[config.mk]
export PLATFORM = sky130hd
export DESIGN_NAME = layer3_train_scheduler_flat
export DESIGN_NICKNAME = d
export VERILOG_FILES = /design/src/rtl/layer3_train_scheduler_if.sv /design/src/rtl/layer3_train_scheduler.sv /design/src/flat_wrapper.sv
export SDC_FILE = /design/constraint.sdc
export NUM_CORES = 1
export LEC_CHECK = 0
export BUFFER_PORTS_ARGS = -buffer_cell sky130_fd_sc_hd__buf_2
export CORE_UTILIZATION = 41
export DETAILED_ROUTE_END_ITERATION = 12
export MAX_ROUTING_LAYER = met4
export PLACE_DENSITY = 0.73
export SYNTH_ARGS = -nofsm -noshare
export SYNTH_HDL_FRONTEND = slang
export SYNTH_SLANG_ARGS = --single-unit
[constraint.sdc]
create_clock -name clock -period 3.9 [get_ports clock]
set_input_delay 0.585 -clock clock [delete_from_list [all_inputs] [get_ports clock]]
set_output_delay 0.585 -clock clock [all_outputs]
set_load 0.03 [all_outputs]
[src/rtl/layer3_train_scheduler_if.sv]
// Shared element type and the sample/layer/result bus of the layer-3 training
// scheduler.
//   zero2one_t : unsigned Q0.8 value in [0,1)
//   slave  modport : scheduler side (takes samples, drives the layer, returns results)
//   master modport : environment side (sample source, 3-neuron layer, result sink)
package layer3_train_pkg;
  localparam int unsigned Z2O_W = 8;
  typedef logic [Z2O_W-1:0] zero2one_t;
endpackage

interface layer3_train_if #(
  parameter int unsigned N = 16
);
  import layer3_train_pkg::*;

  logic                  s_valid;
  logic                  s_ready;
  zero2one_t [N-1:0]     s_in;
  zero2one_t [2:0]       s_expected;
  logic                  lyr_valid;
  logic                  lyr_learn;
  zero2one_t [N-1:0]     lyr_in;
  zero2one_t [2:0]       lyr_expected;
  zero2one_t [2:0]       lyr_out;
  logic                  res_valid;
  zero2one_t [2:0]       res_out;

  modport slave (
    input  s_valid, s_in, s_expected, lyr_out,
    output s_ready, lyr_valid, lyr_learn, lyr_in, lyr_expected, res_valid, res_out
  );

  modport master (
    output s_valid, s_in, s_expected, lyr_out,
    input  s_ready, lyr_valid, lyr_learn, lyr_in, lyr_expected, res_valid, res_out
  );
endinterface

[src/rtl/layer3_train_scheduler.sv]
// Epoch/sample sequencer for a 3-neuron learning layer: fetches a sample,
// strobes a forward pass, waits SETTLE_CYCLES, captures the layer outputs and
// optionally strobes a learn step, for epochs x samples_per_epoch samples.
// Ports:
//   clock, reset          : clock, synchronous active-high reset
//   start, mode_learn     : run request (IDLE only), train/infer select
//   epochs, samples_per_epoch : run dimensions, latched at start
//   sif (slave)           : sample handshake, layer strobes/data, captured results
//   busy, done            : run in progress, one-cycle completion pulse
//   epoch_idx, sample_idx : current position in the run
// Optional feature: define LAYER3_TRAIN_ERR_ACC_EN to add err_epoch[31:0], the
// saturating per-epoch sum of |lyr_out - lyr_expected| over all captures.
module layer3_train_scheduler
  import layer3_train_pkg::*;
#(
  parameter int unsigned N             = 16,
  parameter int unsigned SETTLE_CYCLES = 2
) (
  input  logic        clock,
  input  logic        reset,
  input  logic        start,
  input  logic        mode_learn,
  input  logic [15:0] epochs,
  input  logic [15:0] samples_per_epoch,
  layer3_train_if.slave sif,
  output logic        busy,
  output logic        done,
  output logic [15:0] epoch_idx,
  output logic [15:0] sample_idx
`ifdef LAYER3_TRAIN_ERR_ACC_EN
  ,
  output logic [31:0] err_epoch
`endif
);

  localparam int unsigned IDX_W = 16;
  localparam int unsigned CNT_W = 8;
  localparam int unsigned IN_W  = N * Z2O_W;
  localparam int unsigned EXP_W = 3 * Z2O_W;

  typedef enum logic [2:0] {
    ST_IDLE, ST_FETCH, ST_FWD, ST_SETTLE, ST_LEARN, ST_NEXT, ST_DONE
  } state_t;

  state_t             state, state_nxt;
  logic [CNT_W-1:0]   settle_cnt, settle_cnt_nxt;
  logic [IDX_W-1:0]   epochs_q, spe_q;
  logic               mode_q;
  logic               accept_c, capture_c, last_sample_c, last_epoch_c;
  logic               s_ready_nxt, lyr_valid_nxt, lyr_learn_nxt, busy_nxt, done_nxt;

  assign accept_c      = (state == ST_FETCH) && sif.s_valid && sif.s_ready;
  assign last_sample_c = (sample_idx == spe_q - IDX_W'(1));
  assign last_epoch_c  = (epoch_idx == epochs_q - IDX_W'(1));

  // Settle counter numbers the SETTLE cycles from 0.
  assign settle_cnt_nxt = (state == ST_SETTLE) ? settle_cnt + CNT_W'(1) : '0;
  // Capture on the edge that enters the last SETTLE cycle so res_valid shows in it.
  assign capture_c = (state_nxt == ST_SETTLE) &&
                     (settle_cnt_nxt == CNT_W'(SETTLE_CYCLES - 1));

  // State register plus registered control outputs.
  always_ff @(posedge clock) begin
    if (reset) begin
      state         <= ST_IDLE;
      sif.s_ready   <= 1'b0;
      sif.lyr_valid <= 1'b0;
      sif.lyr_learn <= 1'b0;
      sif.res_valid <= 1'b0;
      busy          <= 1'b0;
      done          <= 1'b0;
    end else begin
      state         <= state_nxt;
      sif.s_ready   <= s_ready_nxt;
      sif.lyr_valid <= lyr_valid_nxt;
      sif.lyr_learn <= lyr_learn_nxt;
      sif.res_valid <= capture_c;
      busy          <= busy_nxt;
      done          <= done_nxt;
    end
  end

  // Next-state logic.
  always_comb begin
    state_nxt = state;
    case (state)
      ST_IDLE:   if (start) state_nxt = (epochs == '0 || samples_per_epoch == '0) ? ST_DONE : ST_FETCH;
      ST_FETCH:  if (accept_c) state_nxt = ST_FWD;
      ST_FWD:    state_nxt = ST_SETTLE;
      ST_SETTLE: if (settle_cnt == CNT_W'(SETTLE_CYCLES - 1)) state_nxt = mode_q ? ST_LEARN : ST_NEXT;
      ST_LEARN:  state_nxt = ST_NEXT;
      ST_NEXT:   state_nxt = (last_sample_c && last_epoch_c) ? ST_DONE : ST_FETCH;
      ST_DONE:   state_nxt = ST_IDLE;
      default:   state_nxt = ST_IDLE;
    endcase
  end

  // Output decode from the upcoming state so the registered strobes line up with it.
  always_comb begin
    s_ready_nxt   = 1'b0;
    lyr_valid_nxt = 1'b0;
    lyr_learn_nxt = 1'b0;
    done_nxt      = 1'b0;
    busy_nxt      = (state_nxt != ST_IDLE);
    case (state_nxt)
      ST_FETCH: s_ready_nxt   = 1'b1;
      ST_FWD:   lyr_valid_nxt = 1'b1;
      ST_LEARN: lyr_learn_nxt = 1'b1;
      ST_DONE:  done_nxt      = 1'b1;
      default:  ;
    endcase
  end

`ifdef LAYER3_TRAIN_ERR_ACC_EN
  logic [31:0] err_acc;
  logic [9:0]  err_sum_c;
  logic [32:0] err_add_c;

  // Sum of absolute per-neuron errors for the sample being captured.
  always_comb begin
    err_sum_c = '0;
    for (int k = 0; k < 3; k++) begin
      if (sif.lyr_out[k] > sif.lyr_expected[k])
        err_sum_c = err_sum_c + 10'(sif.lyr_out[k] - sif.lyr_expected[k]);
      else
        err_sum_c = err_sum_c + 10'(sif.lyr_expected[k] - sif.lyr_out[k]);
    end
  end

  assign err_add_c = 33'(err_acc) + 33'(err_sum_c);

  // Accumulator clears at every epoch start; err_epoch loads when an epoch ends.
  always_ff @(posedge clock) begin
    if (reset) begin
      err_acc   <= '0;
      err_epoch <= '0;
    end else begin
      if (state == ST_IDLE && start) begin
        err_acc <= '0;
      end else if (capture_c) begin
        err_acc <= err_add_c[32] ? '1 : err_add_c[31:0];
      end else if (state == ST_NEXT && last_sample_c) begin
        err_acc   <= '0;
        err_epoch <= err_acc;
      end
    end
  end
`endif

  // Run parameters, indices, settle counter and layer/result data registers.
  always_ff @(posedge clock) begin
    if (reset) begin
      epochs_q         <= '0;
      spe_q            <= '0;
      mode_q           <= 1'b0;
      epoch_idx        <= '0;
      sample_idx       <= '0;
      settle_cnt       <= '0;
      sif.lyr_in       <= '0;
      sif.lyr_expected <= '0;
      sif.res_out      <= '0;
    end else begin
      settle_cnt <= settle_cnt_nxt;
      if (state == ST_IDLE && start) begin
        epochs_q   <= epochs;
        spe_q      <= samples_per_epoch;
        mode_q     <= mode_learn;
        epoch_idx  <= '0;
        sample_idx <= '0;
      end
      if (accept_c) begin
        sif.lyr_in       <= IN_W'(sif.s_in);
        sif.lyr_expected <= EXP_W'(sif.s_expected);
      end
      if (capture_c) sif.res_out <= sif.lyr_out;
      if (state == ST_NEXT) begin
        if (last_sample_c) begin
          sample_idx <= '0;
          epoch_idx  <= epoch_idx + IDX_W'(1);
        end else begin
          sample_idx <= sample_idx + IDX_W'(1);
        end
      end
    end
  end

endmodule

[src/flat_wrapper.sv]
// flat-port wrapper written by rule: the top's interface ports become plain ports
module layer3_train_scheduler_flat import layer3_train_pkg::*;
#(
  parameter int unsigned N             = 16,
  parameter int unsigned SETTLE_CYCLES = 2
)
  (clock, reset, start, mode_learn, epochs, samples_per_epoch, busy, done, epoch_idx, sample_idx, sif_s_valid, sif_s_in, sif_s_expected, sif_lyr_out, sif_s_ready, sif_lyr_valid, sif_lyr_learn, sif_lyr_in, sif_lyr_expected, sif_res_valid, sif_res_out);
  layer3_train_if #(.N(N)) sif_i ();
  input  logic clock;
  input  logic reset;
  input  logic start;
  input  logic mode_learn;
  input  logic [15:0] epochs;
  input  logic [15:0] samples_per_epoch;
  output logic busy;
  output logic done;
  output logic [15:0] epoch_idx;
  output logic [15:0] sample_idx;
  input wire logic [$bits(sif_i.s_valid)-1:0] sif_s_valid;
  input wire logic [$bits(sif_i.s_in)-1:0] sif_s_in;
  input wire logic [$bits(sif_i.s_expected)-1:0] sif_s_expected;
  input wire logic [$bits(sif_i.lyr_out)-1:0] sif_lyr_out;
  output wire logic [$bits(sif_i.s_ready)-1:0] sif_s_ready;
  output wire logic [$bits(sif_i.lyr_valid)-1:0] sif_lyr_valid;
  output wire logic [$bits(sif_i.lyr_learn)-1:0] sif_lyr_learn;
  output wire logic [$bits(sif_i.lyr_in)-1:0] sif_lyr_in;
  output wire logic [$bits(sif_i.lyr_expected)-1:0] sif_lyr_expected;
  output wire logic [$bits(sif_i.res_valid)-1:0] sif_res_valid;
  output wire logic [$bits(sif_i.res_out)-1:0] sif_res_out;
  assign sif_i.s_valid = sif_s_valid;
  assign sif_i.s_in = sif_s_in;
  assign sif_i.s_expected = sif_s_expected;
  assign sif_i.lyr_out = sif_lyr_out;
  assign sif_s_ready = sif_i.s_ready;
  assign sif_lyr_valid = sif_i.lyr_valid;
  assign sif_lyr_learn = sif_i.lyr_learn;
  assign sif_lyr_in = sif_i.lyr_in;
  assign sif_lyr_expected = sif_i.lyr_expected;
  assign sif_res_valid = sif_i.res_valid;
  assign sif_res_out = sif_i.res_out;
  layer3_train_scheduler #(.N(N), .SETTLE_CYCLES(SETTLE_CYCLES)) u_core (.clock(clock), .reset(reset), .start(start), .mode_learn(mode_learn), .epochs(epochs), .samples_per_epoch(samples_per_epoch), .sif(sif_i), .busy(busy), .done(done), .epoch_idx(epoch_idx), .sample_idx(sample_idx));
endmodule
==> flow_summary_export.csv <==
group,metric,value,unit
floorplan,dieHeight,166,microns
timing,finalMaxSlewViolations,0,
clocking,cts_buffer_depth,3,
synth,synth_edf_count,0,
setup_path,critPathLaunchType,"flip-flop",
clocking,clk-insertion-delay-late,0.55,ns
synth,synth_top_area_cell,"dfxtp_1",
synth,ys_ff_latch,258,
setup_path,critPathMaxFanout,14,
setup_path,rrSetupSlack,0.33,ns
synth,synth_area_leaders,"dfxtp_1 (47%), nand2_1 (14%), a21oi_1 (8.8%)",
floorplan,die_w,166,microns
timing,final-hold-violation-count,0,
timing,final.setup.tns,0,ns
placed_design,routabilityCongestion,0.934,
setup_path,cp.arrival,4.01,ns
timing,fin_ws,0.330,ns
timing,fin_crit,3.57,ns
worst_hold_path,holdPathStages,3,
synth,syn_nets,1627,
clocking,root_buffer,"clkbuf_16",
synth,synthDistinctLibCells,67,
grt,grt_pass1_vias,10900,
synth,ys_seq_area_share,46.8,%
clocking,clk_pin_slew,0.06,ns
synth,synth_common_cells,"nand2_1 (424), dfxtp_1 (258), a21oi_1 (195), clkbuf_1 (88), nor2_1 (60)",
worst_hold_path,min_path_type,"in2reg",
timing,grt_setup_unrepaired,"false",
routing,wire_per_inst,17.5,microns
synth,yosys_warnings,0,
power,powerDensity,455,mW/mm^2
worst_hold_path,hold_start,"sif_s_in[12]",
clocking,clkSinkCount,258,
routing,drtAntennaViolNets,0,
setup_path,worstReg2RegStart,"u_core.spe_q[0]$_SDFFE_PP0P_",
final_layout,final_util,55.4,%
setup_path,rr_worst_depth,10,
routing,first_pass_iters,9,
routing,wl_met3,2980,microns
routing,vias,11500,
setup_path,crit_start,"u_core.spe_q[0]$_SDFFE_PP0P_",
clocking,numCtsBuffers,29,
flow_run,drv_cap,0,
routing,top_layer_used,"met4",
grt,grt_max_degree,153,
routing,avgViaCountPerCell,5.36,
grt,globalRoute.totalOverflow,0,
setup_path,cp-end-kind,"flip-flop",
final_layout,area_growth,31.6,%
floorplan,dieArea,0.0276,sq mm
synth,avgSynthCellArea,7.84,sq um
routing,wl_met1,15600,microns
floorplan,core-area,0.0262,sq mm
clocking,postCtsResizedCells,0,
power,p_leak,6.45,nW
synth,synth_area,0.0110,sq mm
timing,period_share,91.5,%
timing,worstMarginPinSlew,1.00,ns
floorplan,rows,59,
power,vdd_ir_drop_max,354,uV
placed_design,dp.final_hpwl,27200,microns
timing,fin_worst_skew,0.00895,ns
routing,wl_met2,17600,microns
routing,drt_iter0_markers,1058,
clocking,cts-htree-levels,1,
routing,drc,12,
setup_path,required,4.34,ns
clocking,cts_setup_buffers,0,
routing,drt-total-wl,37700,microns
timing,finalSetupViolCount,0,
status,status,"finished with violations",
synth,syn-instance-count,1408,
floorplan,start_util,42.1,%
status,violations,"DRC",
timing,max_freq,0.280,GHz
clocking,cts_tree,"built",
final_layout,finalNetCount,2009,
placed_design,dpl_worst_slack,0.394,ns
synth,synthArstFlopShare,0,%
floorplan,io_pins,427,
clocking,hold_buffers,0,
synth,synth.most_common_cell,"nand2_1",
setup_path,crit_type,"reg2reg",
grt,antenna_found_initial,7,
placed_design,io_buffer_count,426,
final_layout,drive_gt1_share,28.5,%
grt,grt_use_total,27.3,%
timing,relSlewSlack,33.1,%
grt,grt_pass1_wl,58600,microns
synth,synth_top_area_share,46.8,%
synth,synthFlopType,"dfxtp_1",
-- critical path, cell delays in order (launching register included) --
cell and delay, ns:
dfxtp_1 0.36, inv_1 0.08, ha_1 0.24, or4b_2 0.68, o31a_1 0.29, and2_1 0.16
o21a_1 0.28, o211ai_1 0.71, buf_4 0.35, o31ai_1 0.10, a31o_2 0.21
-- area by class of cell --
class                           count  area (sq um)
Fill cell                        2483         11700
Multi-Input combinational cell   1039          5470
Sequential cell                   258          5160
Timing Repair Buffer              446          2300
Clock buffer                       30           739
Tap cell                          335           419
Clock inverter                     24           353
Inverter                           16          60.1
Antenna cell                        7          17.5
-- flip-flops by register name (all words and copies together), names as in the netlist --
name and cells:
u_core.sif.lyr_learn 1, u_core.sif.lyr_valid 1, u_core.settle_cnt 8, u_core.sif.res_valid 1, u_core.busy 1, u_core.state 3, u_core.sif.res_out 24, u_core.epoch_idx 16
u_core.sif.lyr_in 128, u_core.spe_q 16, u_core.sample_idx 16, u_core.sif.lyr_expected 24, u_core.mode_q 1, u_core.done 1, u_core.epochs_q 16, u_core.sif.s_ready 1
-- placed cells by master (no fill, tap or decap), types with 15 or more instances in the layout --
cell type / synthesis / routed
inv_1: 15 / 15
xnor2_1: 25 / 25
buf_2: 7 / 425
nor2_1: 60 / 60
xor2_1: 22 / 22
clkbuf_16: 0 / 29
buf_4: 0 / 19
nand2_1: 424 / 424
nand3_1: 27 / 27
mux2i_1: 26 / 26
and3_1: 18 / 18
dfxtp_1: 258 / 258
nor4_1: 20 / 20
o21ai_0: 22 / 22
a21oi_1: 195 / 195
nor3_1: 31 / 29
-- power by group --
part | internal, mW | total, mW | leakage [nW] | switching (mW)
combinational | 0.276 | 0.741 | 3.83 | 0.465
clock | 1.93 | 3.11 | 0.534 | 1.18
sequential | 2.70 | 2.76 | 2.09 | 0.0603
total | 4.90 | 6.61 | 6.45 | 1.71
-- stage by stage --
step                hold WS [ns]  std cells  cell area, sq um  total power [mW]
floorplan                  0.436       1408             11000              3.27
global placement           0.439       2094             13400              3.54
detailed placement         0.443       2094             13400              3.55
CTS                        0.242       2148             14500              6.66
global route               0.253       2155             14500              6.84
finish                     0.269       2155             14500              6.61
-- layer usage --
layer  vias to the layer above  track usage [%]
li1                       5591                -
met1                      5411             33.7
met2                       451             43.6
met3                        90             6.03
met4                         0             10.6
met5                         -                -
-- path summary, 6_finish.rpt --
kind                                                            end
worst max-delay path                 u_core.epoch_idx[8]$_SDFF_PP0_
worst min register to register  u_core.sif.lyr_in[124]$_SDFFE_PP0P_
worst max register to register       u_core.epoch_idx[8]$_SDFF_PP0_
worst min-delay path             u_core.sif.lyr_in[12]$_SDFFE_PP0P_
-- cells by family (layout without fill, tap and decap cells) --
logic type                 after synthesis  after routing  share of synthesized area (%)
and+or+nand+nor                        657            657                           26.5
adders and majority gates                6              6                          0.680
muxes                                   27             27                           2.46
other                                    0              7                              0
xor gates and xnor gates                47             47                           3.73
buffers and inverters                  111            516                           3.85
DFF                                    258            258                           46.8
AOI/OAI and AO/OA                      302            302                           16.0
No activity file was read; power rests on OpenSTA's default activity.
